`config.mk`:
```
export PLATFORM = sky130hd
export DESIGN_NAME = cube_scan_driver
export DESIGN_NICKNAME = d
export VERILOG_FILES = /design/src/rtl/cube_scan_driver.sv
export SDC_FILE = /design/constraint.sdc
export NUM_CORES = 2
export LEC_CHECK = 0
export CAP_MARGIN = 40
export CORE_MARGIN = 2
export CORE_UTILIZATION = 40
export CTS_BUF_LIST = sky130_fd_sc_hd__clkbuf_4 sky130_fd_sc_hd__clkbuf_8
export DETAILED_ROUTE_END_ITERATION = 10
export PLACE_DENSITY = 0.59
export SETUP_SLACK_MARGIN = 0.2
export SYNTH_ARGS = -nofsm -noshare
export SYNTH_HDL_FRONTEND = slang
export SYNTH_SLANG_ARGS = --single-unit
```
`constraint.sdc`:
```
create_clock -name Clk -period 88.1 [get_ports Clk]
set_input_delay 13.215 -clock Clk [delete_from_list [all_inputs] [get_ports Clk]]
set_output_delay 13.215 -clock Clk [all_outputs]
set_load 0.02 [all_outputs]
```
`src/rtl/cube_scan_driver.sv`:
```
// Multiplexed LED-cube scan driver with a double-buffered frame store.
// A producer hands a full frame to the shadow buffer through a
// FrameValid/FrameReady handshake. The shadow is copied into the display
// buffer at the next frame boundary. Layers are scanned one at a time. Each
// layer starts with a blanking interval for anti-ghosting, and a PWM duty
// cycle then sets its brightness.
//
// Ports:
//   Clk        - clock, rising edge
//   Reset      - asynchronous, active-high reset
//   Cells      - frame input, bit = layer*N*N + row*N + col
//   FrameValid - producer offers Cells
//   FrameReady - shadow buffer free (registered, = !pending)
//   Brightness - PWM duty level, sampled at the start of each layer
//   Enable     - scan enable; low forces outputs and counters to 0
//   LayerSel   - one-hot layer drive, active high
//   ColData    - column drives for the current layer, bit = row*N + col
//   FrameStart - one-cycle pulse at each frame start
module cube_scan_driver #(
  parameter int unsigned N        = 8,
  parameter int unsigned DWELL    = 1024,
  parameter int unsigned BLANK    = 16,
  parameter int unsigned BRIGHT_W = 4
) (
  input  logic                Clk,
  input  logic                Reset,
  input  logic [N*N*N-1:0]    Cells,
  input  logic                FrameValid,
  output logic                FrameReady,
  input  logic [BRIGHT_W-1:0] Brightness,
  input  logic                Enable,
  output logic [N-1:0]        LayerSel,
  output logic [N*N-1:0]      ColData,
  output logic                FrameStart
);

  localparam int unsigned CELLS   = N * N * N;
  localparam int unsigned PLANE   = N * N;
  localparam int unsigned LAYER_W = $clog2(N);
  localparam int unsigned DWELL_W = (DWELL > 1) ? $clog2(DWELL) : 1;

  localparam logic [DWELL_W-1:0] DWELL_LAST = DWELL_W'(DWELL - 1);
  localparam logic [DWELL_W-1:0] BLANK_V    = DWELL_W'(BLANK);
  localparam logic [LAYER_W-1:0] LAYER_LAST = LAYER_W'(N - 1);

  logic [CELLS-1:0]    shadow_q,      shadow_d;
  logic [CELLS-1:0]    display_q,     display_d;
  logic                pending_q,     pending_d;
  logic [DWELL_W-1:0]  dwell_q,       dwell_d;
  logic [LAYER_W-1:0]  layer_q,       layer_d;
  logic [BRIGHT_W-1:0] pwm_q,         pwm_d;
  logic [BRIGHT_W-1:0] bright_q,      bright_d;
  logic [N-1:0]        layer_sel_q,   layer_sel_d;
  logic [PLANE-1:0]    col_data_q,    col_data_d;
  logic                frame_start_q, frame_start_d;
  logic                frame_ready_q, frame_ready_d;

  logic                boundary;
  logic                capture;
  logic                swap;
  logic                post_blank;
  logic                lit;
  logic [BRIGHT_W-1:0] bright_eff;
  logic [N-1:0]        layer_onehot;
  logic [PLANE-1:0]    plane;

  // Next-state and registered-output logic.
  always_comb begin
    shadow_d      = shadow_q;
    display_d     = display_q;
    pending_d     = pending_q;
    dwell_d       = dwell_q;
    layer_d       = layer_q;
    pwm_d         = pwm_q;
    bright_d      = bright_q;
    layer_sel_d   = '0;
    col_data_d    = '0;
    frame_start_d = 1'b0;
    frame_ready_d = frame_ready_q;
    layer_onehot  = '0;
    plane         = '0;

    // A disabled cycle counts as a frame boundary, so a pending frame swaps
    // in right away. Capture needs pending=0 and swap needs pending=1, so
    // the two never happen on the same edge.
    boundary = !Enable || (layer_q == LAYER_LAST && dwell_q == DWELL_LAST);
    capture  = FrameValid && frame_ready_q;
    swap     = pending_q && boundary;

    if (swap) begin
      display_d = shadow_q;
      pending_d = 1'b0;
    end else if (capture) begin
      shadow_d  = Cells;
      pending_d = 1'b1;
    end
    frame_ready_d = !pending_d;

    // Brightness is latched at dwell 0. The live value is used on that one
    // cycle so the latch is never a layer stale.
    bright_eff = (dwell_q == '0) ? Brightness : bright_q;
    if (dwell_q == '0) begin
      bright_d = Brightness;
    end

    post_blank = (dwell_q >= BLANK_V);
    lit = Enable && post_blank &&
          ((pwm_q < bright_eff) || (bright_eff == '1));

    for (int unsigned l = 0; l < N; l++) begin
      if (layer_q == LAYER_W'(l)) begin
        layer_onehot[l] = 1'b1;
        plane           = display_q[l*PLANE +: PLANE];
      end
    end

    if (lit) begin
      layer_sel_d = layer_onehot;
      col_data_d  = plane;
    end
    frame_start_d = Enable && (layer_q == '0) && (dwell_q == '0);

    // Scan counters; PWM restarts at the first post-blank cycle of each layer.
    if (!Enable) begin
      dwell_d = '0;
      layer_d = '0;
      pwm_d   = '0;
    end else if (dwell_q == DWELL_LAST) begin
      dwell_d = '0;
      pwm_d   = '0;
      layer_d = (layer_q == LAYER_LAST) ? '0 : layer_q + LAYER_W'(1);
    end else begin
      dwell_d = dwell_q + DWELL_W'(1);
      pwm_d   = post_blank ? pwm_q + BRIGHT_W'(1) : '0;
    end
  end

  // State register.
  always_ff @(posedge Clk or posedge Reset) begin
    if (Reset) begin
      shadow_q      <= '0;
      display_q     <= '0;
      pending_q     <= 1'b0;
      dwell_q       <= '0;
      layer_q       <= '0;
      pwm_q         <= '0;
      bright_q      <= '0;
      layer_sel_q   <= '0;
      col_data_q    <= '0;
      frame_start_q <= 1'b0;
      frame_ready_q <= 1'b1;
    end else begin
      shadow_q      <= shadow_d;
      display_q     <= display_d;
      pending_q     <= pending_d;
      dwell_q       <= dwell_d;
      layer_q       <= layer_d;
      pwm_q         <= pwm_d;
      bright_q      <= bright_d;
      layer_sel_q   <= layer_sel_d;
      col_data_q    <= col_data_d;
      frame_start_q <= frame_start_d;
      frame_ready_q <= frame_ready_d;
    end
  end

  assign FrameReady = frame_ready_q;
  assign LayerSel   = layer_sel_q;
  assign ColData    = col_data_q;
  assign FrameStart = frame_start_q;

endmodule

```
==> results.ini <==
[timing]
maxSlewViolCount = 0
finalClockSkew_ps = 42.34
max_freq_ghz = 0.06111
layout_setup_ws_ps = 71740
tns_ps = 0
period_minus_slack_ps = 16360
post-route-period-util = 0.1857
worstMarginPinSlew_ps = 1178
hold_viol = 0
rsz0062_at_grt = no
setup_viol = 0
slew_headroom = 0.2149

[logic_synthesis]
ys_seq_area_frac = 0.6132
synthAdderAreaFrac = 0.003011
yosysWarnings = 0
synthesis.area_um2 = 45710
synth_xor_area_frac = 0.001916
synthArstFlopShare = 1.000
synth.area.mux_share = 0.2533
synthSimpleGateAreaFrac = 0.04845
synth-edff-count = 0
synth_top_family_by_area = multiplexers
syn_nets = 3733
synth-compound-area-share = 0.05847
ys.flop_type = dfrtp_1
syn_avg_cell_area_um2 = 14.28
synth-seq-cells = 1120
syn_inst = 3202
synth_cell_types = 38

[routing]
dr.first_iter.drc_count = 1461
route.vias.total = 28640
vias_per_cell = 5.239
drc_errors = 0
postRouteWirelength_um = 127700
dr.pass1.iters = 5
ant_nets = 0
wl_per_cell_um = 23.36

[clock_tree]
cts_setup_buffers = 0
clk_latency_ps = 860
clock_sinks = 1120
ctsHoldBuffers = 0
cts_resized = 0
clk_pin_slew_worst_paths_ps = 60
cts_buffer_depth = 3
htreeDepth = 4
cts_root_buf = clkbuf_8
cts_made_buffers = 186
cts_tree = built

[global_routing]
grt_pass1_wl_um = 190000
grt_pass1_vias = 29900
grt-ovfl-total = 0
antenna_found_initial = 12
grt_use_total = 0.2166
grt_start_max_net_pins = 176

[power_and_ir_drop]
switchingPower_uw = 487.8
switching_share = 0.2718
power_frac_comb = 0.238
power_uw = 1795
p_clk_frac = 0.269
intPower_uw = 1307
pwr-share-seq = 0.493
pwr_density_cell_nw_per_um2 = 31.23
peakVddDrop_mv = 0.01501
p_leak_uw = 0.02409

[placement]
routabilityCongestion = 0.7631
post-place-ws_ps = 70810
port_buffers = 593
dpl.hpwl_um = 81030

[critical_path]
slowest_delay_ps = 710
worstPathRequired_ps = 88830
path_class = in -> reg
worst_r2r_endpoint = shadow_q[284]
critPathLaunchType = input pin
crit_arrival_ps = 17090
cp_common_cell = buf_4
reg2reg_slack_ps = 83120
slowest_stage = buf_4
crit_chain = clkdlybuf4s50_1, inv_1, o21ai_4, buf_4, buf_12, buf_4, buf_16, mux2_2
critPathLaunch = Enable
reg2reg_depth = 9
r2r_start = layer_q[2]
end_kind = flip-flop
path_buf_inv = 6
cp_max_fo = 156
crit_family = buffers and inverters

[job]
cap_violations = 0

[cells_and_area]
fin_util = 0.5047
drive_gt1_frac = 0.3614
final_cell_mix = 1119 x dfrtp_1, 1028 x mux2_2, 593 x clkdlybuf4s50_1
area_delta_synth_final_pct = 25.73
mostFrequentLayoutCell = dfrtp_1
num-nets-final = 4346

[worst_hold_path]
holdPathStages = 1
hp-class = reg -> reg
hp-start = shadow_q[434]
whs_endpoint = display_q[434]

[floorplan]
top_level_ports = 594
row_count = 124
fp.dieArea_um2 = 117000
core_um2 = 113900
die_height_um = 342.0
die_w_um = 342.0
start_util = 0.4014

[run_status]
status = finished, final reports clean

==> power groups by stage <==
stage                     sequential, uW  combinational [uW]  clock (uW)
after floorplan                      853                 350           0
after global placement               886                 416           0
after detailed placement             893                 431           0
after CTS                            885                 434         496
after global routing                 917                 468         520
final                                886                 428         482
==> cell usage after synthesis (2+ instances only) <==
| cell | number | area (um2) |
|---|---|---|
| ha_1 | 11 | 137.6 |
| buf_2 | 67 | 335.3 |
| nor4bb_1 | 67 | 670.6 |
| o21ai_0 | 67 | 335.3 |
| clkbuf_1 | 148 | 555.5 |
| nor3_1 | 2 | 10.01 |
| buf_1 | 11 | 41.29 |
| o21bai_1 | 65 | 488.0 |
| xor2_1 | 4 | 35.03 |
| a221oi_1 | 64 | 560.5 |
| a21oi_1 | 132 | 660.6 |
| or2_2 | 2 | 12.51 |
| mux2_2 | 1028 | 11580 |
| nand3_1 | 8 | 40.04 |
| nand3b_1 | 65 | 488.0 |
| dfrtp_1 | 1119 | 28000 |
| nand2b_1 | 2 | 12.51 |
| xnor2_1 | 6 | 52.55 |
| and2_1 | 3 | 18.77 |
| inv_1 | 16 | 60.06 |
| nand2_1 | 77 | 289.0 |
| nor2_1 | 155 | 581.8 |
| a211oi_1 | 2 | 15.01 |
| and3_1 | 2 | 12.51 |
| o221ai_1 | 64 | 560.5 |
| nand4_1 | 3 | 18.77 |
==> worst max-delay path by stage <==
stage	end	slack, ps	cells past startpoint
finish	display_q[155]	71740	8
global route	display_q[464]	71270	9
CTS	display_q[465]	71720	9
detailed placement	display_q[464]	70810	9
global placement	display_q[465]	70130	6
floorplan	ColData[0]	43350	1
==> cells by family (layout without fill, tap and decap cells) <==
kind of cell | count (synthesis) | count (layout)
DFF | 1120 | 1120
buffers and inverters | 242 | 988
xor gates and xnor gates | 10 | 10
and+or+nand+nor | 393 | 393
adders and majority gates | 11 | 11
AOI/OAI and AO/OA | 398 | 398
other | 0 | 6
muxes | 1028 | 1028
==> metal layers <==
layer,GRT usage,routed length [um],up-vias
met5,0,44,-
met4,0.07310,3595,8
met3,0.04483,6643,209
met2,0.3433,60260,770
met1,0.2972,57150,14830
li1,-,-,12830
==> state kept, by name, indices dropped and copies added, names as in the netlist <==
register and flops:
ColData 64, FrameReady 1, FrameStart 1, LayerSel 8, bright_q 4, display_q 512, dwell_q 10, layer_q 3
pending_q 1, pwm_q 4, shadow_q 512
==> per-stage QoR <==
step | hold WS (ps) | std cells | cell area [um2]
3_3_place_gp | 479.0 | 5123 | 53090
4_1_cts | 471.5 | 5460 | 57460
6_report | 479.0 | 5466 | 57470
3_5_place_dp | 484.0 | 5139 | 53520
5_1_grt | 493.0 | 5464 | 57470
2_1_floorplan | 462.4 | 3202 | 45710
==> final cells by class <==
class | instances | area [um2]
inverter | 16 | 72.57
clock inverter | 25 | 261.5
timing repair buffer | 651 | 6726
sequential | 1120 | 28030
tap | 1512 | 1892
fill | 9872 | 56410
antenna | 6 | 15.01
clock buffer | 296 | 3680
multi-input combinational | 1840 | 16800
(Power assumes the default switching activity.)
